**src/rtl/sub_pkg.sv**
```systemverilog
// Shared definitions for the serial subtractor and the benches that use it.
// Holds the FSM state type and the default operand width.
package sub_pkg;

    localparam int DEFAULT_WIDTH = 4;

    typedef enum logic {
        IDLE = 1'b0,
        RUN  = 1'b1
    } state_t;

endpackage

```
**src/rtl/full_subtractor_bit.sv**
```systemverilog
// One-bit full subtractor: d = a - b - bin, with borrow-out.
// Purely combinational.
module full_subtractor_bit (
    input  logic a,
    input  logic b,
    input  logic bin,
    output logic d,
    output logic bout
);

    assign d    = a ^ b ^ bin;
    assign bout = (~a & b) | (~(a ^ b) & bin);

endmodule

```
**src/rtl/serial_subtractor.sv**
```systemverilog
// Bit-serial subtractor computing (a - b - bin) LSB first over WIDTH cycles.
// Results are held in output registers until the next operation completes.
module serial_subtractor
    import sub_pkg::*;
#(
    parameter int WIDTH = DEFAULT_WIDTH
) (
    input  logic             clk,
    input  logic             rst,
    input  logic             start,
    input  logic [WIDTH-1:0] a,
    input  logic [WIDTH-1:0] b,
    input  logic             bin,
    output logic             busy,
    output logic             done,
    output logic [WIDTH-1:0] diff,
    output logic             bout
);

    localparam int CW = $clog2(WIDTH + 1);

    state_t           r_state;
    state_t           w_state_next;
    logic [WIDTH-1:0] r_a;
    logic [WIDTH-1:0] r_b;
    logic [WIDTH-1:0] r_shift;
    logic [WIDTH-1:0] r_diff;
    logic [CW-1:0]    r_count;
    logic             r_borrow;
    logic             r_bout;
    logic             r_done;

    logic [WIDTH-1:0] w_a_shr;
    logic [WIDTH-1:0] w_b_shr;
    logic [WIDTH-1:0] w_shift_in;
    logic             w_d;
    logic             w_borrow;
    logic             w_accept;
    logic             w_last;

    // Operands are shifted right each cycle so bit 0 is always the current bit.
    full_subtractor_bit u_bit (
        .a    (r_a[0]),
        .b    (r_b[0]),
        .bin  (r_borrow),
        .d    (w_d),
        .bout (w_borrow)
    );

    // Next-state and control decode.
    always_comb begin
        w_accept     = 1'b0;
        w_last       = 1'b0;
        w_state_next = r_state;
        case (r_state)
            IDLE: begin
                if (start) begin
                    w_accept     = 1'b1;
                    w_state_next = RUN;
                end else begin
                    w_state_next = IDLE;
                end
            end
            RUN: begin
                if (r_count == CW'(WIDTH - 1)) begin
                    w_last       = 1'b1;
                    w_state_next = IDLE;
                end else begin
                    w_state_next = RUN;
                end
            end
            default: begin
                w_state_next = IDLE;
            end
        endcase
    end

    // Shift networks; new result bits enter at the MSB end.
    always_comb begin
        w_a_shr    = '0;
        w_b_shr    = '0;
        w_shift_in = '0;
        for (int i = 0; i < WIDTH - 1; i++) begin
            w_a_shr[i]    = r_a[i+1];
            w_b_shr[i]    = r_b[i+1];
            w_shift_in[i] = r_shift[i+1];
        end
        w_shift_in[WIDTH-1] = w_d;
    end

    // FSM state register.
    always_ff @(posedge clk) begin
        if (rst) begin
            r_state <= IDLE;
        end else begin
            r_state <= w_state_next;
        end
    end

    // Datapath: operand capture, bit processing and result publication.
    always_ff @(posedge clk) begin
        if (rst) begin
            r_a      <= '0;
            r_b      <= '0;
            r_shift  <= '0;
            r_diff   <= '0;
            r_count  <= '0;
            r_borrow <= 1'b0;
            r_bout   <= 1'b0;
            r_done   <= 1'b0;
        end else begin
            r_done <= w_last;
            if (w_accept) begin
                r_a      <= a;
                r_b      <= b;
                r_borrow <= bin;
                r_shift  <= '0;
                r_count  <= '0;
            end else if (r_state == RUN) begin
                r_a      <= w_a_shr;
                r_b      <= w_b_shr;
                r_borrow <= w_borrow;
                r_shift  <= w_shift_in;
                r_count  <= r_count + CW'(1);
                if (w_last) begin
                    r_diff <= w_shift_in;
                    r_bout <= w_borrow;
                end else begin
                    r_diff <= r_diff;
                    r_bout <= r_bout;
                end
            end else begin
                r_count <= r_count;
            end
        end
    end

    assign busy = (r_state == RUN);
    assign done = r_done;
    assign diff = r_diff;
    assign bout = r_bout;

endmodule

```
**config.mk**
```make
export PLATFORM = sky130hd
export DESIGN_NAME = serial_subtractor
export DESIGN_NICKNAME = d
export VERILOG_FILES = /design/src/rtl/sub_pkg.sv /design/src/rtl/full_subtractor_bit.sv /design/src/rtl/serial_subtractor.sv
export SDC_FILE = /design/constraint.sdc
export NUM_CORES = 1
export LEC_CHECK = 0
export ABC_AREA = 1
export BUFFER_PORTS_ARGS = -buffer_cell sky130_fd_sc_hd__buf_2
export CAP_MARGIN = 20
export CORE_MARGIN = 3
export CORE_UTILIZATION = 52
export DETAILED_ROUTE_END_ITERATION = 8
export PLACE_DENSITY = 0.84
export SYNTH_ARGS = -nofsm -noshare
export SYNTH_HDL_FRONTEND = slang
export SYNTH_SLANG_ARGS = --single-unit
```
**constraint.sdc**
```tcl
create_clock -name clk -period 1.4 [get_ports clk]
set_input_delay 0.14 -clock clk [delete_from_list [all_inputs] [get_ports clk]]
set_output_delay 0.14 -clock clk [all_outputs]
set_load 0.02 [all_outputs]
```
==> run summary <==
Slowest cell on the critical path: fa_1. IR analysis of the VDD net gives a maximum drop of 0.000885 V. The floorplan step set the die width to 49.4 um. The depth of the CTS H-tree was 1.

For the largest net degree at the start of global routing, the log shows 17. STA classifies the critical path endpoint as a flop. The achievable frequency was 0.816 GHz. The share of the cycle needed by the critical path after routing was 0.876; the sequential share of the synthesized area was 0.450.

The number of CTS-inserted buffers is 3. The total DRC errors in the routed layout is 0. Counting flops and latches in the post-synthesis netlist gives 22.

The number of nets in the layout is 161. The run finished with clean final reports. TritonCTS built the clock tree.

The total negative slack came out at 0 ps. The mapped netlist covers 980 um^2. For the total track usage, the log shows 0.161. The power density normalized to cell area was 1130 nW/um^2. The Yosys step of the flow raised 0 warnings. The post-synthesis net count came out at 139.

The initial antenna violation count was 0. The starting density of the core is 0.561. The worst path arrival time is 1470 ps, and the average wire per cell in the routed design is 10.2 um. The congestion estimate from routability-driven global placement came to 0.793.

The first detailed-routing pass ran for 4 iterations. The count of maximum capacitance violations was 0. A synthesized cell averages 7.90 um^2. At the worst endpoint, the required time is 1640 ps. The longest clock path from root to sink contains 2 buffers. Setup repair after global routing left no endpoint under its margin. For this block, the routed nets add up to 1740 um of wire.

Among cell families on the critical path, the largest total delay comes from adder cells. The tools report the final total power as 1.28 mW. The floorplan step defined a die boundary enclosing 2440 um^2. 19 I/O pins were placed. STA classifies the critical path startpoint as a flop. The tools report the root buffer cell as clkbuf_4. The largest fanout of any net on the critical path was 2.

The run gives 0 as the final-report max-slew violation count. The logs give 0.801 for the headroom to the max-slew limit and 12 for the number of DRC markers after the initial detailed-route iteration. Once detail routing completed, the nets flagged for antenna violations numbered 0.

The time the worst path needs with I/O delays and setup is 1230 ps, and the number of global-route vias before repair is 786. Setup violations remaining at the end of the flow were counted as 0. The share of layout cells above drive strength 1 works out to 0.234.

Counting distinct cell types in the post-synthesis netlist gives 18. In this run the static leakage power is 0.574 nW. For this run, the slowest stage of the critical path takes 550 ps. The worst-case setup slack after placement was 184 ps; the number of synthesized flops with an enable pin was 0.

Clock-pin slew was measured on the worst setup and hold paths at 120 ps. Detailed placement finished with a half-perimeter wire length of 1230 um. The initialized floorplan defines 15 standard-cell rows.

Synthesis produced a netlist whose cell count is 124. The count of buffering cells on the critical path with inverters included is 1. The run gives 300 ps as the clock network latency to the later pin of the worst-skew pair. For the pin with the worst max-slew slack, the measured transition is 298 ps.

The critical path goes through inv_1, fa_1, nand2_1, a21oi_1. The vertical extent of the die was 49.4 um. The count of antenna diodes in the layout is 0. Via count: 822. The run gives 0 as the total congestion overflow. The worst setup path is of the reg2reg kind.

The tools report the first-pass GRT wire length as 3130 um. The clock skew is 1.84 ps. The count of input and output buffers came out at 18. The most used flip-flop cell after synthesis is dfxtp_1. The leading cell type in the layout, fill and taps excluded is nand2_1. The path class of the tightest hold or removal check is in2reg.

The tree built by TritonCTS fans out to 22 sinks. The async set or reset register ratio after synthesis works out to 0. The final number of hold-violating endpoints was 0.

The per-cell via count in the routed design came out at 4.84. Compared with the post-synthesis result, the final layout area differs by 16.0%. After floorplanning, the core was sized to cover 1750 um^2. The top cell types in the final layout, fill and taps aside, are 44 x nand2_1, 22 x dfxtp_1, 18 x buf_2. For the final worst setup slack, the log shows 174 ps.
==> power by group <==
group | switching (mW) | total (mW) | internal, mW
Combinational | 0.0854 | 0.143 | 0.0571
Sequential | 0.0125 | 0.660 | 0.648
Clock | 0.193 | 0.482 | 0.289
Total | 0.291 | 1.28 | 0.994
==> final timing paths <==
check                to  cells after the start  startpoint  slack [ps]
max          r_shift[3]                      4      r_b[0]         170
min              r_a[3]                      3        a[3]          60
max reg2reg  r_shift[3]                      4      r_b[0]         170
min reg2reg     diff[0]                      2  r_shift[1]         470
==> through the flow <==
| stage | area (um^2) | util | cells | hold WS, ps |
|---|---|---|---|---|
| final | 1140 | 0.651 | 170 | 64.2 |
| after global routing | 1140 | 0.651 | 170 | 87.4 |
| after CTS | 1140 | 0.651 | 170 | 56.7 |
| after detailed placement | 1070 | 0.615 | 165 | 337 |
| after global placement | 1070 | 0.615 | 165 | 326 |
| after floorplan | 980 | - | 124 | 209 |
==> synthesized netlist by cell type, types with 2 or more instances <==
| library cell | instances | area (um^2) |
|---|---|---|
| nand2_1 | 44 | 165 |
| dfxtp_1 | 22 | 440 |
| nand3_1 | 15 | 75.1 |
| inv_1 | 13 | 48.8 |
| a21oi_1 | 7 | 35.0 |
| nand3_2 | 5 | 50.1 |
| buf_6 | 4 | 45.0 |
| nor2_1 | 3 | 11.3 |
| ha_1 | 2 | 25.0 |
==> final cells by class <==
type	count	area (um^2)
Tap cell	25	31.3
Clock inverter	1	30.0
Sequential cell	22	440
Inverter	15	58.8
Timing Repair Buffer	22	123
Multi-Input combinational cell	82	430
Fill cell	153	609
Clock buffer	3	22.5
==> cells by family (layout without fill, tap and decap cells) <==
kind of cell,Yosys count,after routing,synth area share
compound gates,9,9,0.0498
xor+xnor,1,1,0.00894
fa+ha+maj,3,3,0.0460
buf+inv,20,41,0.111
flops,22,22,0.450
simple gates,69,69,0.335
==> flip-flops by register name, summed over array words and instances (netlist names) <==
signal and count:
r_a 4, r_b 4, r_borrow 1, busy 1, r_shift 3, r_count 3, done 1, bout 1
diff 4
==> repair_timing <==
item / in CTS / in global routing
setup buffers: 0 / 0
resized for setup: 0 / 0
endpoints found under the hold margin: 1 / 0
hold buffers: 1 / 0
==> worst register-to-register path, cell delays in order (launching register included) <==
cell	delay (ps)
dfxtp_1	350
inv_1	60
fa_1	550
nand2_1	50
a21oi_1	150
==> metal layers <==
layer,track usage,routed length [um],share of wire,up-vias
met2,0.283,847,0.49,18
met4,0.0783,14,0.0081,0
met1,0.184,807,0.46,371
li1,-,-,-,431
met3,0.0336,69,0.040,2
met5,0,0,0,-
Power figures use the tool's default switching activity.
